File: src/rtl/csa_accum.sv
// Carry-save frame accumulator: redundant per-beat absorb, one resolving add per frame.
// Optional overflow count on out_hi when CSA_ACC_OVF_EN is defined.
module csa_accum #(
  parameter int WIDTH = 80,
  parameter int CNT_W = 8,
  parameter int HI_W  = 8
) (
  input  logic             clk,
  input  logic             rst,
  input  logic             in_valid,
  output logic             in_ready,
  input  logic [WIDTH-1:0] in_data,
  input  logic             in_last,
  output logic             out_valid,
  input  logic             out_ready,
  output logic [WIDTH-1:0] out_sum,
`ifdef CSA_ACC_OVF_EN
  output logic [HI_W-1:0]  out_hi,
`endif
  output logic [CNT_W-1:0] out_beats
);

  typedef enum logic [1:0] {
    ACC,
    RESOLVE,
    HOLD
  } state_t;

  state_t           state;
  logic [WIDTH-1:0] s_reg;
  logic [WIDTH-1:0] c_reg;
  logic [WIDTH-1:0] sn;
  logic [WIDTH-1:0] cn;
  logic [WIDTH-1:0] maj;
  logic [WIDTH:0]   res;
  logic [CNT_W-1:0] cnt;
  logic             xfer;

  assign in_ready = (state == ACC);
  assign xfer     = in_valid && in_ready;

  // 3:2 compression; maj[WIDTH-1] is the carry that falls off the top
  assign maj = (s_reg & c_reg) | (s_reg & in_data) | (c_reg & in_data);
  assign sn  = s_reg ^ c_reg ^ in_data;
  assign cn  = {maj[WIDTH-2:0], 1'b0};
  assign res = {1'b0, s_reg} + {1'b0, c_reg};

`ifdef CSA_ACC_OVF_EN
  logic [HI_W-1:0] hi;
`else
  logic unused_ovf;
  assign unused_ovf = maj[WIDTH-1] ^ res[WIDTH];
`endif

  always_ff @(posedge clk or posedge rst) begin
    if (rst) begin
      state     <= ACC;
      s_reg     <= '0;
      c_reg     <= '0;
      cnt       <= '0;
      out_valid <= 1'b0;
      out_sum   <= '0;
      out_beats <= '0;
`ifdef CSA_ACC_OVF_EN
      hi        <= '0;
      out_hi    <= '0;
`endif
    end else begin
      unique case (state)
        ACC: begin
          if (xfer) begin
            s_reg <= sn;
            c_reg <= cn;
            if (cnt != '1) cnt <= cnt + 1'b1;
`ifdef CSA_ACC_OVF_EN
            hi    <= hi + maj[WIDTH-1];
`endif
            if (in_last) state <= RESOLVE;
          end
        end
        RESOLVE: begin
          out_sum   <= res[WIDTH-1:0];
          out_beats <= cnt;
`ifdef CSA_ACC_OVF_EN
          out_hi    <= hi + res[WIDTH];
          hi        <= '0;
`endif
          s_reg     <= '0;
          c_reg     <= '0;
          cnt       <= '0;
          out_valid <= 1'b1;
          state     <= HOLD;
        end
        HOLD: begin
          if (out_ready) begin
            out_valid <= 1'b0;
            state     <= ACC;
          end
        end
        default: state <= ACC;
      endcase
    end
  end

endmodule
File: config.mk
export PLATFORM = sky130hd
export DESIGN_NAME = csa_accum
export DESIGN_NICKNAME = d
export VERILOG_FILES = /design/src/rtl/csa_accum.sv
export SDC_FILE = /design/constraint.sdc
export NUM_CORES = 1
export LEC_CHECK = 0
export CORE_UTILIZATION = 64
export CTS_BUF_LIST = sky130_fd_sc_hd__clkbuf_4 sky130_fd_sc_hd__clkbuf_8
export DETAILED_ROUTE_END_ITERATION = 8
export MAX_ROUTING_LAYER = met4
export PLACE_DENSITY_LB_ADDON = 0.05
export SETUP_SLACK_MARGIN = 0.02
export SLEW_MARGIN = 20
export SYNTH_ARGS = -nofsm -noshare
export SYNTH_HDL_FRONTEND = slang
export SYNTH_SLANG_ARGS = --single-unit
File: constraint.sdc
create_clock -name clk -period 11.9 [get_ports clk]
set_input_delay 1.19 -clock clk [delete_from_list [all_inputs] [get_ports clk]]
set_output_delay 1.19 -clock clk [all_outputs]
set_load 0.1 [all_outputs]
# --- After elaboration in Yosys (flattened, before gate mapping) ---
# Cells that the tools add are included.
totals:
  ff_bits: 259
  elab_cells: 44
op_classes:
  add_sub_neg: 2
  n_eq_ne: 7
  muxes: 13
  bitwise_logic: 7
  reduce_logical: 8
op_table:
  columns: ["op", "count"]
  rows:
  - ["$pmux W80 S2", 2]
  - ["$and A79 B79 Y79", 3]
  - ["$mux W80", 2]
  - ["$xor A80 B80 Y80", 2]
  - ["$or A79 B79 Y79", 2]
  - ["$add A80 B80 Y80", 1]
  - ["$mux W8", 2]
  - ["$pmux W8 S2", 1]
  - ["$add A8 B1 Y8 const B", 1]
  - ["$ne A8 B8 Y1 const B", 1]
  - ["$mux W2", 3]
  - ["$ne A2 B1 Y1 const B", 3]
  - ["$pmux W2 S3", 1]
  - ["$reduce_and A3 Y1", 2]
  - ["$reduce_and A2 Y1", 2]
  - ["$reduce_bool A2 Y1", 2]
  - ["$eq A2 B1 Y1 const B", 1]
  - ["$eq A2 B2 Y1 const B", 1]
  - ["$logic_not A2 Y1", 1]
  - ["$ne A2 B2 Y1 const B", 1]
  - ["$pmux W1 S2", 1]
  - ["$logic_and A1 B1 Y1", 1]
  - ["$mux W1", 1]

# --- Longest topological paths before layout ---
logic_depth:
  depth_word: 5
  mapped_depth: 12

# --- Worst setup path after synthesis ---
# No wires, ideal clock.
synth_timing:
  path_type: "register to register"
  start: "register s_reg[1]"
  end: "register out_sum[79]"
  setup_ps: 131
  t_arrival_ps: 2996
  slack_ps: 8772
  stages_incl_launch_ff: 13
  n_path_buf: 0
  path_cell_list: "dfrtp_1 -> ha_1 -> fa_1 -> a21o_1 -> a221oi_2 -> nor3_1 -> o211ai_1 -> a311oi_4 -> o21ai_4 -> o21ai_4 -> a21oi_2 -> nor3_1 -> or3_1"
synth_via:
  elab_chain_len: 1
synth_rtl:
  columns: ["item", "line_no", "source"]
  rows:
  - ["start, declared", "30", "logic [WIDTH-1:0] s_reg;"]
  - ["start signal, assigned", "72", "s_reg <= sn;"]
  - ["$add A80 B80 Y80", "46", "assign res = {1'b0, s_reg} + {1'b0, c_reg};"]
  - ["end signal, assigned", "82", "out_sum <= res[WIDTH-1:0];"]
  - ["end, declared", "16", "output logic [WIDTH-1:0] out_sum,"]
# No other way between the ends.
# A chain may end at the register's enable or synchronous reset.

# --- Worst setup path in the final report ---
layout_timing:
  start: "register s_reg[5]"
  end: "register out_sum[74]"
# Same word-level chain as after synthesis.

==> impl_metrics.prom <==
# TYPE chip_impl_metric gauge
chip_impl_info{name="tritoncts",value="done"} 1
chip_impl_metric{name="globalplace.congestion",unit=""} 0.980
chip_impl_info{name="worst_path_most_repeated_cell",value="o21ai_1"} 1
chip_impl_metric{name="timing.critical_path.arrival",unit="ns"} 4.47
chip_impl_metric{name="post_synthesis_mean_instance_area",unit="sq um"} 8.84
chip_impl_metric{name="die_y",unit="um"} 160
chip_impl_metric{name="place.detailed.hpwl",unit="mm"} 28.2
chip_impl_metric{name="design.portCount",unit=""} 175
chip_impl_metric{name="yosys_warnings",unit=""} 0
chip_impl_metric{name="post_route_cells_drive_above_1_share",unit="%"} 5.04
chip_impl_info{name="rsz0062_at_grt",value="no"} 1
chip_impl_metric{name="die_width",unit="um"} 160
chip_impl_info{name="synth.most_common_cell",value="nand2_1"} 1
chip_impl_info{name="status",value="completed"} 1
chip_impl_metric{name="clock_skew_after_layout",unit="ns"} 0.0255
chip_impl_metric{name="power.ir.vdd_worst",unit="V"} 0.000213
chip_impl_metric{name="postCtsSetupBuffers",unit=""} 0
chip_impl_metric{name="cts_buffers",unit=""} 44
chip_impl_metric{name="first_pass_iters",unit=""} 5
chip_impl_metric{name="synthArstFlopShare",unit="%"} 100
chip_impl_metric{name="tightest_slew",unit="ns"} 1.06
chip_impl_metric{name="postSynthRegisterBits",unit=""} 258
chip_impl_info{name="netlist_top_cells_count",value="nand2_1 (494), dfrtp_1 (258), nand3_1 (184)"} 1
chip_impl_metric{name="dp_worst_setup_slack",unit="ns"} 7.69
chip_impl_metric{name="vias_per_std_cell",unit=""} 6.05
chip_impl_metric{name="postLayoutCellArea",unit="sq um"} 18800
chip_impl_info{name="worst-setup-path-type",value="reg2reg"} 1
chip_impl_metric{name="netSwitchingFraction",unit="%"} 52.3
chip_impl_metric{name="vias",unit=""} 13900
chip_impl_metric{name="cts-hold-fix-buffers",unit=""} 0
chip_impl_metric{name="hold_viol",unit=""} 0
chip_impl_metric{name="cap_viol_max_count",unit=""} 0
chip_impl_metric{name="synthCells",unit=""} 1817
chip_impl_metric{name="globalRouteTotalUtil",unit="%"} 33.1
chip_impl_metric{name="remaining_antenna_violation_count",unit=""} 0
chip_impl_metric{name="h_tree_lvl_count",unit=""} 2
chip_impl_metric{name="syn-num-nets",unit=""} 2061
chip_impl_metric{name="grt_pass1_vias",unit=""} 13400
chip_impl_metric{name="ys_types",unit=""} 67
chip_impl_metric{name="p_per_area",unit="nW/um^2"} 308
chip_impl_info{name="dominantRegCellSynth",value="dfrtp_1"} 1
chip_impl_metric{name="final_min_period_over_clock_period",unit="%"} 34.1
chip_impl_metric{name="clock_period_minus_final_worst_setup_slack",unit="ns"} 4.06
chip_impl_metric{name="cts_buffer_depth",unit=""} 3
chip_impl_metric{name="area_growth",unit="%"} 17.1
chip_impl_metric{name="layout.nets",unit=""} 2183
chip_impl_metric{name="port-buffer-count",unit=""} 174
chip_impl_metric{name="seqPwrFrac",unit="%"} 27.5
chip_impl_info{name="endpoint_kind",value="register"} 1
chip_impl_metric{name="synth_enable_flop_cells",unit=""} 0
chip_impl_metric{name="clock_sinks",unit=""} 258
chip_impl_metric{name="rows",unit=""} 57
chip_impl_metric{name="globalRoute.totalOverflow",unit=""} 0
chip_impl_info{name="crit_path_cell_trace",value="ha_1, a21o_1, a31o_2, o21ai_1, o22ai_1, a31oi_1, o21ai_1, a311oi_1, o31a_1, xor2_1, o21ai_0"} 1
chip_impl_info{name="synthDominantAreaCellType",value="dfrtp_1"} 1
chip_impl_metric{name="clock_insertion_delay_worst_skew",unit="ns"} 0.57
chip_impl_metric{name="cp.buffers_inverters",unit=""} 0
chip_impl_metric{name="cts_repair_resize_count",unit=""} 0
chip_impl_metric{name="net-switching-power",unit="W"} 0.00304
chip_impl_metric{name="timing.final.ws_setup",unit="ns"} 7.84
chip_impl_metric{name="route.detailed.wl_per_inst",unit="um"} 17.5
chip_impl_metric{name="slew-limit-headroom",unit="%"} 28.8
chip_impl_metric{name="grt_pass1_wl",unit="mm"} 67.2
chip_impl_metric{name="cp_data_required_time",unit="ns"} 12.30
chip_impl_info{name="critical-path-slowest-cell",value="a311oi_1"} 1
chip_impl_metric{name="critPathMaxFanout",unit=""} 5
chip_impl_metric{name="maxSlewViolCount",unit=""} 0
chip_impl_info{name="cp_top_family",value="compound AO/OA/AOI/OAI gates"} 1
chip_impl_metric{name="final.hold.worst_slack",unit="ns"} 0.472
chip_impl_metric{name="placedInstanceArea",unit="sq um"} 17900
chip_impl_metric{name="internal_power",unit="W"} 0.00276
chip_impl_metric{name="grt_max_degree",unit=""} 124
chip_impl_metric{name="synth_area",unit="sq um"} 16100
chip_impl_metric{name="floorplan.die_area",unit="sq um"} 25700
chip_impl_metric{name="clockPowerShare",unit="%"} 14.3
chip_impl_metric{name="initial_utilization",unit="%"} 65.7
chip_impl_metric{name="setup_viol",unit=""} 0
chip_impl_info{name="synth_top_cells_by_area",value="dfrtp_1 (40%), nand2_1 (12%), fa_1 (9.8%)"} 1
chip_impl_metric{name="comb_power_share",unit="%"} 58.2
chip_impl_metric{name="post-route-drc-count",unit=""} 0
chip_impl_metric{name="setup-tns-final",unit="ns"} 0
chip_impl_info{name="start_kind",value="register"} 1
chip_impl_metric{name="routed_wl",unit="mm"} 40.2
chip_impl_metric{name="netlist.area_leader.share",unit="%"} 40.2
chip_impl_info{name="min-delay-path-class",value="reg2reg"} 1
chip_impl_metric{name="floorplan.core_area",unit="sq um"} 24500
chip_impl_metric{name="ys_seq_area_share",unit="%"} 40.2
chip_impl_info{name="clock_tree.root_cell",value="clkbuf_8"} 1
chip_impl_metric{name="initial_antenna_violation_count",unit=""} 1
chip_impl_metric{name="drt_iter0_markers",unit=""} 1267
chip_impl_metric{name="clock_transition_at_path_regs",unit="ns"} 0.06
chip_impl_metric{name="p_leak",unit="nW"} 9.10
chip_impl_metric{name="critical_path.max_stage_delay",unit="ns"} 0.80
chip_impl_metric{name="max_freq",unit="GHz"} 0.246
## cell type report
| cell class | instances | area [sq um] |
|---|---|---|
| sequential | 258 | 6460 |
| multi-input combinational | 1430 | 9150 |
| clock buffer | 70 | 888 |
| antenna | 1 | 2.50 |
| clock inverter | 2 | 10.0 |
| inverter | 24 | 97.6 |
| timing repair buffer | 181 | 1800 |
| tap | 324 | 405 |
| fill | 1751 | 5650 |
## layout by cell type (no fill, tap or decap), types with 39 or more instances in the layout
master / n
clkdlybuf4s50_1: 174
ha_1: 80
a21oi_1: 102
o21ai_0: 109
nor2_1: 56
nand3_1: 183
fa_1: 79
dfrtp_1: 258
nand2_1: 493
clkbuf_8: 58
xnor2_1: 39
## cells by family after synthesis
group / after synthesis / synth area share, %
multiplexers: 4 / 0.265
flip-flops: 258 / 40.2
AO/OA/AOI/OAI: 364 / 14.3
AND/OR/NAND/NOR: 832 / 22.3
adder cells (fa/ha/maj): 159 / 16.1
buffers and inverters: 129 / 3.06
XOR/XNOR: 71 / 3.87
## metal layers
metal  vias up  global-route usage (%)  wire, um
met5         -                       -         0
met4         0                    12.3      1420
met3        95                    4.11      2110
met2       463                    52.4     19500
met1      6793                    44.1     17100
li1       6506                       -         -
## final timing paths
check,cells past startpoint,slack (ns),from,end
setup / recovery,11,7.84,s_reg[5]$_DFFE_PP0P_,out_sum[74]$_DFFE_PP0P_
hold / removal,2,0.47,out_beats[1]$_DFFE_PP0P_,out_beats[1]$_DFFE_PP0P_
setup reg to reg,11,7.84,s_reg[5]$_DFFE_PP0P_,out_sum[74]$_DFFE_PP0P_
hold reg to reg,2,0.47,out_beats[1]$_DFFE_PP0P_,out_beats[1]$_DFFE_PP0P_
max in group asynchronous,4,8.46,rst,cnt[3]$_DFFE_PP0P_
min in group asynchronous,2,1.22,rst,c_reg[40]$_DFFE_PP0P_
## metrics by stage
stage	util, %	total power, W	cells
after floorplan	-	0.00408	1817
after global placement	73.2	0.00482	2217
after detailed placement	73.2	0.00493	2217
after CTS	76.9	0.00579	2289
after global routing	76.9	0.00619	2290
final	76.9	0.00580	2290
## tightest hold or removal path: cells and delay by family (launching register included)
family | cells | cell delay (ns)
flip-flops | 1 | 0.34
AND/OR/NAND/NOR | 2 | 0.11
## power groups by stage
stage	clock, W	sequential, W	combinational [W]
after global placement	0	0.00158	0.00324
final	0.000831	0.00159	0.00337
after floorplan	0	0.00243	0.00165
after CTS	0.000840	0.00159	0.00336
after detailed placement	0	0.00160	0.00333
after global routing	0.000878	0.00165	0.00367
(Power assumes the default switching activity.)
